## src/rtl/siso_ctrl_pkg.sv

```systemverilog
// Shared types and helpers for the SISO loopback controller.
// Holds the FSM state enum, default sizes and counter-width function.
package siso_ctrl_pkg;

  typedef enum logic [1:0] {
    IDLE,
    SHIFT,
    DONE
  } state_t;

  localparam int DEF_WIDTH = 8;
  localparam int DEF_DEPTH = 4;

  // Wide enough to reach WIDTH+DEPTH without wrapping.
  function automatic int cnt_w(input int width, input int depth);
    return $clog2(width + depth + 1);
  endfunction

endpackage

```

## src/rtl/siso_bit_counter.sv

```systemverilog
// Shift-cycle counter for the SISO loopback controller.
// Ports: clk, rst_n, i_clr, i_inc, o_cnt (cycle index), o_last (index WIDTH+DEPTH-1).
module siso_bit_counter
  import siso_ctrl_pkg::*;
#(
  parameter int WIDTH = DEF_WIDTH,
  parameter int DEPTH = DEF_DEPTH,
  parameter int CW    = cnt_w(WIDTH, DEPTH)
) (
  input  logic          clk,
  input  logic          rst_n,
  input  logic          i_clr,
  input  logic          i_inc,
  output logic [CW-1:0] o_cnt,
  output logic          o_last
);

  localparam logic [CW-1:0] LAST = CW'(WIDTH + DEPTH - 1);

  logic [CW-1:0] r_cnt;

  always_ff @(posedge clk) begin
    if (!rst_n) begin
      r_cnt <= '0;
    end else if (i_clr) begin
      r_cnt <= '0;
    end else if (i_inc) begin
      r_cnt <= r_cnt + CW'(1);
    end
  end

  assign o_cnt  = r_cnt;
  assign o_last = (r_cnt == LAST);

endmodule

```

## src/rtl/siso_loopback_ctrl.sv

```systemverilog
// Sends a parallel word MSB-first into an external SISO chain, flushes it
// with zeros and reassembles the returned bits, flagging a match.
// Ports: clk, rst_n, start, data_in -> ready, busy, done, sin, shift_en;
// sout (chain output) -> rx_data, match.
module siso_loopback_ctrl
  import siso_ctrl_pkg::*;
#(
  parameter int WIDTH = DEF_WIDTH,
  parameter int DEPTH = DEF_DEPTH
) (
  input  logic             clk,
  input  logic             rst_n,
  input  logic             start,
  input  logic [WIDTH-1:0] data_in,
  output logic             ready,
  output logic             busy,
  output logic             done,
  output logic             sin,
  output logic             shift_en,
  input  logic             sout,
  output logic [WIDTH-1:0] rx_data,
  output logic             match
);

  localparam int CW = cnt_w(WIDTH, DEPTH);

  state_t           r_state;
  logic [WIDTH-1:0] r_tx;
  logic [WIDTH-1:0] r_txsh;
  logic [WIDTH-1:0] r_rx;
  logic [WIDTH-1:0] r_rx_data;
  logic             r_ready;
  logic             r_busy;
  logic             r_done;
  logic             r_sin;
  logic             r_shift_en;
  logic             r_match;

  logic [CW-1:0]    w_cnt;
  logic             w_last;
  logic             w_accept;
  logic             w_shifting;
  logic             w_capture;
  logic [WIDTH:0]   w_rx_cat;
  logic [WIDTH:0]   w_tx_cat;
  logic [WIDTH:0]   w_ld_cat;
  logic [WIDTH-1:0] w_rx_next;

  assign w_accept   = (r_state == IDLE) && start;
  assign w_shifting = (r_state == SHIFT);
  // Chain output carries our bits from index DEPTH on.
  assign w_capture  = w_shifting && (w_cnt >= CW'(DEPTH));

  assign w_rx_cat  = {r_rx, sout};
  assign w_rx_next = w_rx_cat[WIDTH-1:0];
  // Zeros shifted in behind the word give the flush for free.
  assign w_tx_cat  = {r_txsh, 1'b0};
  assign w_ld_cat  = {data_in, 1'b0};

  siso_bit_counter #(
    .WIDTH (WIDTH),
    .DEPTH (DEPTH),
    .CW    (CW)
  ) u_cnt (
    .clk    (clk),
    .rst_n  (rst_n),
    .i_clr  (w_accept),
    .i_inc  (w_shifting),
    .o_cnt  (w_cnt),
    .o_last (w_last)
  );

  always_ff @(posedge clk) begin
    if (!rst_n) begin
      r_state    <= IDLE;
      r_tx       <= '0;
      r_txsh     <= '0;
      r_rx       <= '0;
      r_rx_data  <= '0;
      r_ready    <= 1'b1;
      r_busy     <= 1'b0;
      r_done     <= 1'b0;
      r_sin      <= 1'b0;
      r_shift_en <= 1'b0;
      r_match    <= 1'b0;
    end else begin
      unique case (r_state)
        IDLE: begin
          if (start) begin
            r_tx       <= data_in;
            r_txsh     <= w_ld_cat[WIDTH-1:0];
            r_sin      <= data_in[WIDTH-1];
            r_rx       <= '0;
            r_rx_data  <= '0;
            r_match    <= 1'b0;
            r_ready    <= 1'b0;
            r_busy     <= 1'b1;
            r_shift_en <= 1'b1;
            r_state    <= SHIFT;
          end
        end
        SHIFT: begin
          r_txsh <= w_tx_cat[WIDTH-1:0];
          if (w_capture) begin
            r_rx <= w_rx_next;
          end
          if (w_last) begin
            // Last index always lies in the capture window.
            r_sin      <= 1'b0;
            r_busy     <= 1'b0;
            r_shift_en <= 1'b0;
            r_done     <= 1'b1;
            r_rx_data  <= w_rx_next;
            r_match    <= (w_rx_next == r_tx);
            r_state    <= DONE;
          end else begin
            r_sin <= r_txsh[WIDTH-1];
          end
        end
        DONE: begin
          r_done  <= 1'b0;
          r_ready <= 1'b1;
          r_state <= IDLE;
        end
        default: begin
          r_state <= IDLE;
        end
      endcase
    end
  end

  assign ready    = r_ready;
  assign busy     = r_busy;
  assign done     = r_done;
  assign sin      = r_sin;
  assign shift_en = r_shift_en;
  assign rx_data  = r_rx_data;
  assign match    = r_match;

endmodule

```

## config.mk

```make
export PLATFORM = sky130hd
export DESIGN_NAME = siso_loopback_ctrl
export DESIGN_NICKNAME = d
export VERILOG_FILES = /design/src/rtl/siso_ctrl_pkg.sv /design/src/rtl/siso_bit_counter.sv /design/src/rtl/siso_loopback_ctrl.sv
export SDC_FILE = /design/constraint.sdc
export NUM_CORES = 1
export LEC_CHECK = 0
export CELL_PAD_IN_SITES_DETAIL_PLACEMENT = 0
export CELL_PAD_IN_SITES_GLOBAL_PLACEMENT = 1
export CORE_ASPECT_RATIO = 1.1
export CORE_UTILIZATION = 41
export DETAILED_ROUTE_END_ITERATION = 6
export PLACE_DENSITY_LB_ADDON = 0.1
export SETUP_SLACK_MARGIN = 0.1
export SLEW_MARGIN = 0
export SYNTH_ARGS = -nofsm -noshare
export SYNTH_HDL_FRONTEND = slang
export SYNTH_SLANG_ARGS = --single-unit
```

## constraint.sdc

```tcl
create_clock -name clk -period 1.75 [get_ports clk]
set_input_delay 0.2625 -clock clk [delete_from_list [all_inputs] [get_ports clk]]
set_output_delay 0.2625 -clock clk [all_outputs]
set_load 0.02 [all_outputs]
```

==> flow_metrics.env <==
export IMPL_yosys_area_top_type="dfxtp_1"
export IMPL_grt_first_pass_wirelength_um=6070
export IMPL_period_share_pct=89.3
export IMPL_cts_buffer_depth=2
export IMPL_grt_max_degree=16
export IMPL_cp_arrival_ps=1300
export IMPL_sw_frac_of_total_pct=24.4
export IMPL_ys_types=34
export IMPL_io_buffers=25
export IMPL_pwr_share_clk_pct=31.4
export IMPL_yosysSeqAreaShare_pct=47.3
export IMPL_clkTransAtPathRegs_ps=80
export IMPL_postCtsSetupRepairBufs=0
export IMPL_hold_end="done"
export IMPL_die_h_um=70.3
export IMPL_irDropWorstVdd_uv=624
export IMPL_p_switching_mw=0.437
export IMPL_ctsResizeCount=0
export IMPL_synthArstFlopShare_pct=0
export IMPL_hold_viol_final=0
export IMPL_synthXorXnorAreaFrac_pct=4.03
export IMPL_synth_edff_count=0
export IMPL_synth_seq_cells=41
export IMPL_power_frac_seq_pct=55.7
export IMPL_syn_avg_cell_area_um2=10.0
export IMPL_netlist_top_cells_count="41 x dfxtp_1, 23 x nor2b_1, 10 x nor2_1, 9 x a22o_1"
export IMPL_internal_power_mw=1.35
export IMPL_yosysMostFrequentCell="dfxtp_1"
export IMPL_antenna_found_initial=0
export IMPL_cp_end_kind="primary output"
export IMPL_grt_pass1_vias=1291
export IMPL_cp_start_kind="register"
export IMPL_coreArea_um2=4020
export IMPL_worst_pin_slew_ps=375
export IMPL_hpwl_um=2670
export IMPL_cpPeakStageDelay_ps=630
export IMPL_dr_pass1_iters=4
export IMPL_combPwrFrac_pct=12.8
export IMPL_power_density_nw_per_um2=851
export IMPL_ys_warn_count=0
export IMPL_r2r_slack_ps=200
export IMPL_cpMaxStageDelayCell="clkdlybuf4s50_1"
export IMPL_p_leak_nw=0.778
export IMPL_die_w_um=64.1
export IMPL_gp_congestion=0.764
export IMPL_syn_area_um2=1740
export IMPL_synth_simple_gate_area_share_pct=19.5
export IMPL_cp_max_fo=3
export IMPL_rsz0062_at_grt="false"
export IMPL_num_vias=1301
export IMPL_first_iter_violations=46
export IMPL_crit_type="reg -> out"
export IMPL_num_io_pins=26
export IMPL_nets=214
export IMPL_final_layout_size_suffix_gt1_share_pct=13.0
export IMPL_wl_um=3580
export IMPL_reg2reg_from="u_cnt.o_cnt[0]"
export IMPL_r2r_end="rx_data[5]"
export IMPL_path_cells="clkdlybuf4s50_1"
export IMPL_preCtsSetupSlack_ps=87.1
export IMPL_regArea_um2=821
export IMPL_cp_top_family="buffers and inverters"
export IMPL_antenna_left=0
export IMPL_final_setup_skew_ps=10.7
export IMPL_setup_viol=0
export IMPL_synthFlopType="dfxtp_1"
export IMPL_synth_area_leaders="dfxtp_1 47%, nor2b_1 8.3%, a22o_1 4.5%"
export IMPL_synth_compound_area_share_pct=20.0
export IMPL_synth_top_family_by_area="compound AO/OA/AOI/OAI gates"
export IMPL_syn_inst=173
export IMPL_start_util_pct=43.2
export IMPL_status="finished clean"
export IMPL_crit_required_ps=1490
export IMPL_vias_per_cell=5.16
export IMPL_dieArea_um2=4500
export IMPL_n_antenna_cell=0
export IMPL_drc=0
export IMPL_cts_htree_levels=2
export IMPL_num_rows=24
export IMPL_hold_path_class="reg -> reg"
export IMPL_min_from="done"
export IMPL_cts_buffers=5
export IMPL_yosys_area_top_type_share_pct=47.3
export IMPL_cts_sinks=41
export IMPL_clock_fmax_mhz=640
export IMPL_clockRootBuffer="clkbuf_8"
export IMPL_drv_cap=0
export IMPL_synth_adder_area_share_pct=0.720
export IMPL_slew_viol_final=0
export IMPL_clock_latency_ps=290
export IMPL_syn_num_nets=186
export IMPL_multi_input_area_um2=838
export IMPL_relSlewSlack_pct=75.0
export IMPL_cts_tree="yes"
export IMPL_layout_min_cycle_time_ps=1560
export IMPL_fillCellCount=398
export IMPL_hold_depth=2
export IMPL_grt_ovfl_total=0
export IMPL_final_setup_tns_ps=0
export IMPL_area_delta_synth_final_pct=21.2
export IMPL_setup_slack_ps=188
export IMPL_r2r_worst_path_cells=5
export IMPL_grt_usage_pct=17.5
export IMPL_path_buf_inv=1
export IMPL_wl_per_cell_um=14.2
export IMPL_synthMuxAreaShare_pct=4.03
export IMPL_ctsHoldBuffers=0
[metrics by stage]
stage	hold WS [ps]	total power [mW]	util (%)	std cells	cell area (um2)
2_1_floorplan	395	1.17	-	173	1740
3_3_place_gp	455	1.24	50.5	246	2030
3_5_place_dp	454	1.25	50.5	246	2030
4_1_cts	479	1.81	52.3	252	2100
5_1_grt	500	1.89	52.3	252	2100
6_report	468	1.79	52.3	252	2100
[area by class of cell]
cell class | count | share of cell area, %
inverter | 1 | 0.178
clock buffer | 5 | 3.27
tap | 52 | 3.09
clock inverter | 1 | 0.238
sequential | 41 | 39.0
multi-input combinational | 120 | 39.8
timing repair buffer | 32 | 14.4
[how the worst max path moves through the flow]
stage          slack (ps)            from  cells past startpoint    endpoint
2_1_floorplan         360  u_cnt.o_cnt[0]                      6       match
4_1_cts               180        shift_en                      1    shift_en
6_report              190        shift_en                      1    shift_en
3_3_place_gp          160           start                      5     r_tx[5]
5_1_grt               120  u_cnt.o_cnt[0]                      5  rx_data[5]
3_5_place_dp           90           start                      5     r_tx[2]
[kinds of logic after synthesis]
group | Yosys count
simple gates | 59
fa+ha+maj | 1
compound gates | 45
buf+inv | 12
mux | 7
xor+xnor | 8
flops | 41
[metal layers]
layer	vias up	GRT usage [%]	part of all wire, %
met4	0	6.06	1.6
met5	-	0	0
met1	617	21.9	48
met2	20	27.9	47
met3	6	5.88	3.9
li1	658	-	-
[cell usage in the layout (no fill, tap or decap), types with 2 or more instances in the layout]
master           netlist  routed
dfxtp_1               41      41
clkdlybuf4s50_1        0      25
nor2b_1               23      23
nor2_1                10      10
a22o_1                 9       9
nand2_1                8       8
a22oi_1                8       8
a21oi_1                8       8
xnor2_1                8       8
mux2i_1                7       7
buf_4                  4       7
o221a_2                6       6
clkbuf_8               0       5
o21ai_0                4       4
a21boi_0               4       4
nor2_2                 3       3
nand3_1                3       3
o21a_1                 2       2
nand2b_1               2       2
and2_1                 2       2
nand4_1                2       2
[state kept, by name, summed over array words and instances, names as in the netlist]
signal	cells
r_tx	8
rx_data	8
r_rx	7
r_txsh	7
u_cnt.o_cnt	4
r_state	2
done	1
match	1
ready	1
shift_en	1
sin	1
[power groups by stage]
stage	Combinational, mW	Sequential, mW	Clock (mW)
2_1_floorplan	0.154	1.02	0
4_1_cts	0.233	0.999	0.581
3_3_place_gp	0.226	1.02	0
3_5_place_dp	0.231	1.02	0
5_1_grt	0.255	1.00	0.627
6_report	0.230	0.998	0.563
Note: power is estimated with default switching activity, not from simulation.
